`src/rtl/imm_gen_pipe.sv`:
```
// imm_gen_pipe: pipelined RISC-V immediate generator with valid/ready handshake and optional skid entry
module imm_gen_pipe #(
    parameter int XLEN  = 32,
    parameter int TAG_W = 8,
    parameter int SKID  = 1
) (
    input  logic             clk,
    input  logic             rst_n,
    input  logic             in_valid,
    output logic             in_ready,
    input  logic [31:0]      in_instr,
    input  logic [TAG_W-1:0] in_tag,
    output logic             out_valid,
    input  logic             out_ready,
    output logic [XLEN-1:0]  out_imm,
    output logic [2:0]       out_fmt,
    output logic [TAG_W-1:0] out_tag
);
    typedef enum logic [2:0] {F_NONE, F_I, F_S, F_B, F_U, F_J, F_Z, F_SH} fmt_e;

    logic [6:0]       op;
    logic [2:0]       f3;
    logic             sh;
    logic             rv64;
    logic [31:0]      iv;
    logic [31:0]      v;
    fmt_e             fmt;
    logic [XLEN-1:0]  imm;
    logic             acc;
    logic             sk_valid;
    logic [XLEN-1:0]  sk_imm;
    logic [2:0]       sk_fmt;
    logic [TAG_W-1:0] sk_tag;

    assign op   = in_instr[6:0];
    assign f3   = in_instr[14:12];
    assign sh   = f3[1:0] == 2'b01;
    assign rv64 = XLEN == 64;
    assign iv   = {{20{in_instr[31]}}, in_instr[31:20]};

    // every format is built as a 32-bit value whose bit 31 is the correct sign for XLEN=64
    always_comb begin
        v   = '0;
        fmt = F_NONE;
        case (op)
            7'b0000011, 7'b1100111, 7'b0001111: begin
                fmt = F_I;
                v   = iv;
            end
            7'b0010011: begin
                fmt = sh ? F_SH : F_I;
                v   = sh ? {26'b0, rv64 && in_instr[25], in_instr[24:20]} : iv;
            end
            7'b0011011: begin
                fmt = !rv64 ? F_NONE : sh ? F_SH : F_I;
                v   = !rv64 ? '0 : sh ? {27'b0, in_instr[24:20]} : iv;
            end
            7'b0100011: begin
                fmt = F_S;
                v   = {{20{in_instr[31]}}, in_instr[31:25], in_instr[11:7]};
            end
            7'b1100011: begin
                fmt = F_B;
                v   = {{20{in_instr[31]}}, in_instr[7], in_instr[30:25], in_instr[11:8], 1'b0};
            end
            7'b0110111, 7'b0010111: begin
                fmt = F_U;
                v   = {in_instr[31:12], 12'b0};
            end
            7'b1101111: begin
                fmt = F_J;
                v   = {{12{in_instr[31]}}, in_instr[19:12], in_instr[20], in_instr[30:21], 1'b0};
            end
            7'b1110011: begin
                fmt = f3[2] ? F_Z : F_NONE;
                v   = f3[2] ? {27'b0, in_instr[19:15]} : '0;
            end
            default: ;
        endcase
        imm = XLEN'($signed(v));
    end

    assign in_ready = SKID != 0 ? !sk_valid : (!out_valid || out_ready);
    assign acc      = in_valid && in_ready;

    // the skid entry is always older than any new accept, so it drains to the output first
    always_ff @(posedge clk or negedge rst_n) begin
        if (!rst_n) begin
            out_valid <= 1'b0;
            out_imm   <= '0;
            out_fmt   <= '0;
            out_tag   <= '0;
            sk_valid  <= 1'b0;
            sk_imm    <= '0;
            sk_fmt    <= '0;
            sk_tag    <= '0;
        end else begin
            if (sk_valid && out_ready) begin
                out_imm  <= sk_imm;
                out_fmt  <= sk_fmt;
                out_tag  <= sk_tag;
                sk_valid <= 1'b0;
            end else if (acc && (!out_valid || out_ready)) begin
                out_valid <= 1'b1;
                out_imm   <= imm;
                out_fmt   <= fmt;
                out_tag   <= in_tag;
            end else if (out_ready) begin
                out_valid <= 1'b0;
            end
            if (SKID != 0 && acc && out_valid && !out_ready) begin
                sk_valid <= 1'b1;
                sk_imm   <= imm;
                sk_fmt   <= fmt;
                sk_tag   <= in_tag;
            end
        end
    end
endmodule

```
`config.mk`:
```
export PLATFORM = sky130hd
export DESIGN_NAME = imm_gen_pipe
export DESIGN_NICKNAME = d
export VERILOG_FILES = /design/src/rtl/imm_gen_pipe.sv
export SDC_FILE = /design/constraint.sdc
export NUM_CORES = 1
export LEC_CHECK = 0
export ABC_CLOCK_PERIOD_IN_PS = 2210
export CAP_MARGIN = 20
export CORE_MARGIN = 10
export CORE_UTILIZATION = 45
export DETAILED_ROUTE_END_ITERATION = 12
export PLACE_DENSITY_LB_ADDON = 0.25
export SYNTH_ARGS = -nofsm -noshare
export SYNTH_HDL_FRONTEND = slang
export SYNTH_SLANG_ARGS = --single-unit
```
`constraint.sdc`:
```
create_clock -name clk -period 2.21 [get_ports clk]
set_input_delay 0.442 -clock clk [delete_from_list [all_inputs] [get_ports clk]]
set_output_delay 0.442 -clock clk [all_outputs]
set_load 0.005 [all_outputs]
```
# After elaboration in Yosys (flattened, before gate mapping)
# Index checks and enable logic that the tools add are counted.
totals:
  regBits: 88
  in_bits: 44
  wordCells: 51
op_classes:
  n_eq_ne: 11
  n_mux: 16
  bitwise_logic: 1
  n_reduce_logical: 15
ops:
  columns: ["op", "n"]
  rows:
  - ["case mux 32 bit (7 select lines)", 1]
  - ["2-to-1 mux 32 bit", 3]
  - ["equality test 7 bit, second input constant", 4]
  - ["case mux 3 bit (7 select lines)", 1]
  - ["2-to-1 mux 8 bit", 2]
  - ["equality test 7 x 5 -> 1 bit, second input constant", 2]
  - ["equality test 7 x 6 -> 1 bit, second input constant", 2]
  - ["2-to-1 mux 3 bit", 4]
  - ["equality test 7 x 2 -> 1 bit, second input constant", 1]
  - ["equality test 7 x 4 -> 1 bit, second input constant", 1]
  - ["nonzero test 2 bit", 3]
  - ["logical AND 1 bit", 5]
  - ["2-to-1 mux 5 bit", 1]
  - ["2-to-1 mux 1 bit", 4]
  - ["logical NOT 1 bit", 3]
  - ["OR reduction 3 bit", 1]
  - ["equality test 2 x 1 -> 1 bit, second input constant", 1]
  - ["AND reduction 2 bit", 1]
  - ["OR reduction 2 bit", 1]
  - ["logical OR 1 bit", 1]
  - ["NOT 1 bit", 1]

# Depth between registers and ports, before layout
logic_depth:
  word_depth: 5
  depth_mapped: 7

# Least setup slack after synthesis
# OpenSTA, ideal clock, no wires.
synth_path:
  path_kind: "input to register"
  start: "input port in_instr[3]"
  end: "register out_imm[21]"
  setup_time_ns: 0.066
  arrival_time_ns: 1.809
  slack_ns: 0.334
  stages: 6
  n_path_buf: 1
  cell_sequence: "or4_4 > a311oi_4 > a311oi_1 > or2_1 > buf_6 > nand2_2"
synth_via:
  elab_chain_cells: 5
synth_lines:
  columns: ["item", "line_no", "source"]
  rows:
  - ["from (decl)", "11", "input logic [31:0] in_instr,"]
  - ["equality test 7 x 2 -> 1 bit (tied with other cells)", "45", "case (op)"]
  - ["OR reduction 3 bit or OR reduction 2 bit (tied branches)", "45", null]
  - ["case mux 32 bit (7 select lines) (*)", "45", null]
  - ["2-to-1 mux 32 bit (*)", "103", "end else if (acc && (!out_valid || out_ready)) begin"]
  - ["2-to-1 mux 32 bit (*)", "98", "if (sk_valid && out_ready) begin"]
  - ["to (signal assigned)", "99", "out_imm <= sk_imm;"]
  - ["to (signal assigned)", "105", "out_imm <= imm;"]
  - ["to (decl)", "15", "output logic [XLEN-1:0] out_imm,"]
# Every way passes the cells marked *; elsewhere a longest branch is shown, timed or not. The select of a mux whose other input is x is not followed.
# A chain may end at the register's enable or synchronous reset.

# Worst setup path after layout
layout_path:
  start: "input port in_instr[6]"
  end: "register sk_imm[14]"
layout_via:
  elab_chain_cells: 3
layout_lines:
  columns: ["item", "line_no", "source"]
  rows:
  - ["equality test 7 x 2 -> 1 bit (tied with other cells)", "45", null]
  - ["OR reduction 3 bit or OR reduction 2 bit (tied branches)", "45", null]
  - ["case mux 32 bit (7 select lines) (*)", "45", null]
  - ["to (signal assigned)", "113", "sk_imm <= imm;"]
  - ["to (decl)", "31", "logic [XLEN-1:0] sk_imm;"]
# Every way passes the cells marked *; elsewhere a longest branch is shown, timed or not.

==> run summary <==
The flow ran to the end, and the final reports show no timing, DRC or antenna violations. For the number of nets produced by synthesis, the log shows 485. Across the VDD grid, the largest voltage drop is 0.388 mV. The number of buffer and inverter stages on the critical path works out to 3.

Along the worst path, the maximum fanout reaches 8. The final design utilization is 63.2%. The flip-flop and latch count after synthesis was 88.

After clock tree synthesis, the setup repair step added 0 buffers. In the final design database the tool counted 596 nets. The run gives 0.00627 ns as the largest clock skew in the final design. The run gives 0 as the number of antenna repair diodes.

Path type of the worst min-delay path: in -> async. Number of buffers added to fix hold violations after cts: 0. The proportion of synthesized chip area in sequential cells was 53.1%.

For this run, design rule violations remaining after detail routing come to 0. The floorplan has 34 rows. After detailed routing, the number of vias per cell comes to 5.71.

Worst-path cell with the longest stage delay: sky130_fd_sc_hd__or4_4. The run gives 44 as the number of distinct library cells after synthesis. The critical setup path kind was in -> reg. Per-cell routed wire length: 17.8 um.

Counting every sink on the clock net gives 88. Count of buffers from port buffering: 88. In this run the biggest area consumer among cell types represents 53.1% of the synthesized area. The logs give 0 for the initial antenna violation count and 8850 um2 for the core area. After detailed routing, the total wire length is 11800 um. Post-CTS repair changed the size of 0 cells. Of all cell types, the one taking the most synthesized area is sky130_fd_sc_hd__dfrtp_1. Number of cells on the worst reg-to-reg path: 6. Traced cell by cell, the critical path runs through clkdlybuf4s50_1 -> or4_4 -> a311oi_4 -> buf_4 -> a21o_1 -> nor2b_1 -> buf_4 -> a221o_1. The most used flip-flop cell after synthesis is sky130_fd_sc_hd__dfrtp_1. Kind of end point of the critical path: a flop. Data on the critical path arrives at its endpoint at 2.42 ns.

For the clock latency on the worst-skew pair, the log shows 0.35 ns. The wire length of the first global-routing pass was 19300 um. The cell that appears most often on the critical path is sky130_fd_sc_hd__buf_4. After clock tree synthesis, the clock-pin slew on the worst setup and hold paths is 0.09 ns.

Number of iterations in the first detailed-routing pass: 5. For the worst setup path, the data required time is 2.50 ns. The global routing stage identified its most utilized layer as met2.

Entering global routing, the biggest net connects 43 pins. Counting the buffers created by CTS gives 9. The global-route met2 utilization is 27.4%. The count of flip-flops with a built-in enable after synthesis came out at 0. Across every metal layer, demand over resource in global routing totals 17.9%. OpenSTA, run right after detailed placement, puts the worst setup slack at -0.375 ns. In this run the critical register-to-register path is launched from sk_valid$_DFFE_PN0P_. The per-instance average area after synthesis works out to 9.40 um2. The logs give 3720 for the via count of the first global-routing pass and 4.19% for the fraction of met3 tracks used by global routing. The starting density of the core was 46.8%.

The run gives 0 as the total grt overflow. By count the netlist is led by sky130_fd_sc_hd__dfrtp_1 (88), sky130_fd_sc_hd__nand2_1 (65), sky130_fd_sc_hd__a21oi_1 (44), sky130_fd_sc_hd__nor2_1 (41), sky130_fd_sc_hd__o21ai_1 (27). The tool flagged a number of max-cap violations equal to 0. The clock tree synthesis step divided the H-tree into 3 levels. In this run the static leakage power is 0.00246 uW.

Once detail routing completed, the nets flagged for antenna violations numbered 0. Global routing used 24.1% of the available met1 tracks. Once detailed placement completed, the half-perimeter wirelength came to 8510 um.

Counting every instance in the synthesized netlist gives 441. The count of endpoints failing setup in the final report was 0; the total die area was 13500 um2. Once routing completed, OpenROAD measured the worst setup slack at 0.0802 ns. From synthesis to final layout, the design area changed by 34.9%.

Routability-driven placement finished with a final weighted congestion of 0.932. The worst register-to-register path ends at out_imm[22]$_DFFE_PN0P_. The clock period minus final worst setup slack was 2.13 ns; the timing-limited maximum frequency was 470 MHz. Setup repair after global routing left no endpoint under its margin. The most repeated cell in the gate-level netlist after synthesis is sky130_fd_sc_hd__dfrtp_1. The fraction of layout cells with a size suffix above 1 is 13.8%, and the count of routing violations after the opening detailed-route iteration is 312. The family with the most delay on the worst path is buffers and inverters. The count of endpoints failing hold in the final timing report was 0.

TritonCTS built the clock tree. Kind of launch point of the worst setup path: an input port. During synthesis, Yosys emitted a total of 0 warnings.

Of all flip-flops after synthesis, the portion carrying an async set or reset was 100%. In this run the deepest clock path goes through 2 buffers. The routed layout has 3796 vias.

The tools report the library cell used as clock root buffer as sky130_fd_sc_hd__clkbuf_8. In this run the horizontal extent of the chip is 116 um. In this run the register-to-register setup slack is 0.57 ns. The total power density per cell area is 776 nW/um2, and the max-slew violation count is 0. The cell area after technology mapping was 4150 um2; the vertical die dimension was 116 um. After synthesis, the cell types taking the most area are sky130_fd_sc_hd__dfrtp_1 (53%), sky130_fd_sc_hd__nand2_1 (5.9%), sky130_fd_sc_hd__a21oi_1 (5.3%). In this run the count of I/O pins placed on the die edge is 89.

Measured against its own limit, the worst slew margin works out to 55.6%. For the pin with the worst max-slew slack, the measured transition is 0.662 ns. The ratio of final minimum period to clock period was 96.4%; the maximum cell stage delay along the critical path was 0.53 ns.
## sequential cells by signal, summed over array words and instances (netlist names)
name and flops:
sk_fmt 3, out_fmt 3, sk_imm 32, out_tag 8, out_valid 1, out_imm 32, sk_tag 8, sk_valid 1
## per-layer routing
layer / part of all wire (%) / up-vias
met1: 44 / 1822
met5: 0 / -
li1: - / 1804
met4: 1.4 / 0
met3: 7.4 / 13
met2: 47 / 157
## through the flow
stage	instance area (um2)	hold slack [ns]	TNS (ns)	cells	power (uW)
detailed placement	5370	0.464	-14.14	649	3170
floorplan	4150	0.146	0	441	2530
global placement	5370	0.458	-9.36	649	3130
finish	5590	0.0723	0	665	4340
global route	5590	0.104	0	665	4570
CTS	5590	0.0792	0	665	4370
## placed cells by master (no fill, tap or decap), types with 2 or more instances in the layout
cell	instances
sky130_fd_sc_hd__a21oi_1	44
sky130_fd_sc_hd__nor2_1	40
sky130_fd_sc_hd__inv_1	3
sky130_fd_sc_hd__buf_12	3
sky130_fd_sc_hd__nand3_1	25
sky130_fd_sc_hd__nand2_2	10
sky130_fd_sc_hd__a21o_1	2
sky130_fd_sc_hd__nor3_1	5
sky130_fd_sc_hd__mux2i_1	8
sky130_fd_sc_hd__a221o_1	8
sky130_fd_sc_hd__o21ai_0	10
sky130_fd_sc_hd__clkbuf_8	9
sky130_fd_sc_hd__a222oi_1	11
sky130_fd_sc_hd__a31oi_1	2
sky130_fd_sc_hd__o22ai_1	10
sky130_fd_sc_hd__dfrtp_1	88
sky130_fd_sc_hd__clkbuf_1	2
sky130_fd_sc_hd__and2_1	4
sky130_fd_sc_hd__clkdlybuf4s50_1	86
sky130_fd_sc_hd__nand2b_1	7
sky130_fd_sc_hd__nand2_1	65
sky130_fd_sc_hd__bufinv_16	2
sky130_fd_sc_hd__nor2_2	3
sky130_fd_sc_hd__nand4b_1	2
sky130_fd_sc_hd__nor2b_1	5
sky130_fd_sc_hd__buf_4	39
sky130_fd_sc_hd__o21ai_1	26
sky130_fd_sc_hd__a22oi_1	15
## power breakdown
group | internal (uW) | switching (uW) | total, uW
clock network | 639 | 577 | 1220
registers | 1880 | 163 | 2050
logic | 574 | 506 | 1080
total | 3100 | 1250 | 4340
## worst max path at each step
| stage | from | to | depth (start not counted) |
|---|---|---|---|
| 2_1_floorplan | in_instr[3] | out_imm[21]$_DFFE_PN0P_ | 6 |
| 3_3_place_gp | in_instr[5] | sk_imm[22]$_DFFE_PN0P_ | 6 |
| 3_5_place_dp | in_instr[5] | sk_imm[20]$_DFFE_PN0P_ | 6 |
| 4_1_cts | in_instr[5] | sk_imm[25]$_DFFE_PN0P_ | 6 |
| 5_1_grt | in_instr[6] | sk_imm[14]$_DFFE_PN0P_ | 8 |
| 6_report | in_instr[6] | sk_imm[14]$_DFFE_PN0P_ | 8 |
## layout make-up
| type | count | area (um2) |
|---|---|---|
| tap | 108 | 135 |
| fill | 776 | 3260 |
| clock inverter | 5 | 81.3 |
| multi-input combinational | 320 | 1800 |
| inverter | 4 | 15.0 |
| sequential | 88 | 2200 |
| clock buffer | 11 | 131 |
| timing repair buffer | 129 | 1230 |
## worst reg2reg max path, cell delays in order, from the launching register on
cell,delay (ns)
sky130_fd_sc_hd__dfrtp_1,0.43
sky130_fd_sc_hd__nand2b_1,0.22
sky130_fd_sc_hd__nor2_2,0.17
sky130_fd_sc_hd__nor2_1,0.10
sky130_fd_sc_hd__buf_12,0.17
sky130_fd_sc_hd__a222oi_1,0.36
sky130_fd_sc_hd__nand2_2,0.08
## cells by family (layout without fill, tap and decap cells)
| family | count (synthesis) | after routing | synth area share, % |
|---|---|---|---|
| DFF | 88 | 88 | 53.1 |
| muxes | 8 | 8 | 1.93 |
| AOI/OAI and AO/OA | 137 | 137 | 21.6 |
| buffers and inverters | 33 | 149 | 3.56 |
| and+or+nand+nor | 174 | 174 | 19.6 |
| xor gates and xnor gates | 1 | 1 | 0.211 |
(Power assumes the default switching activity.)
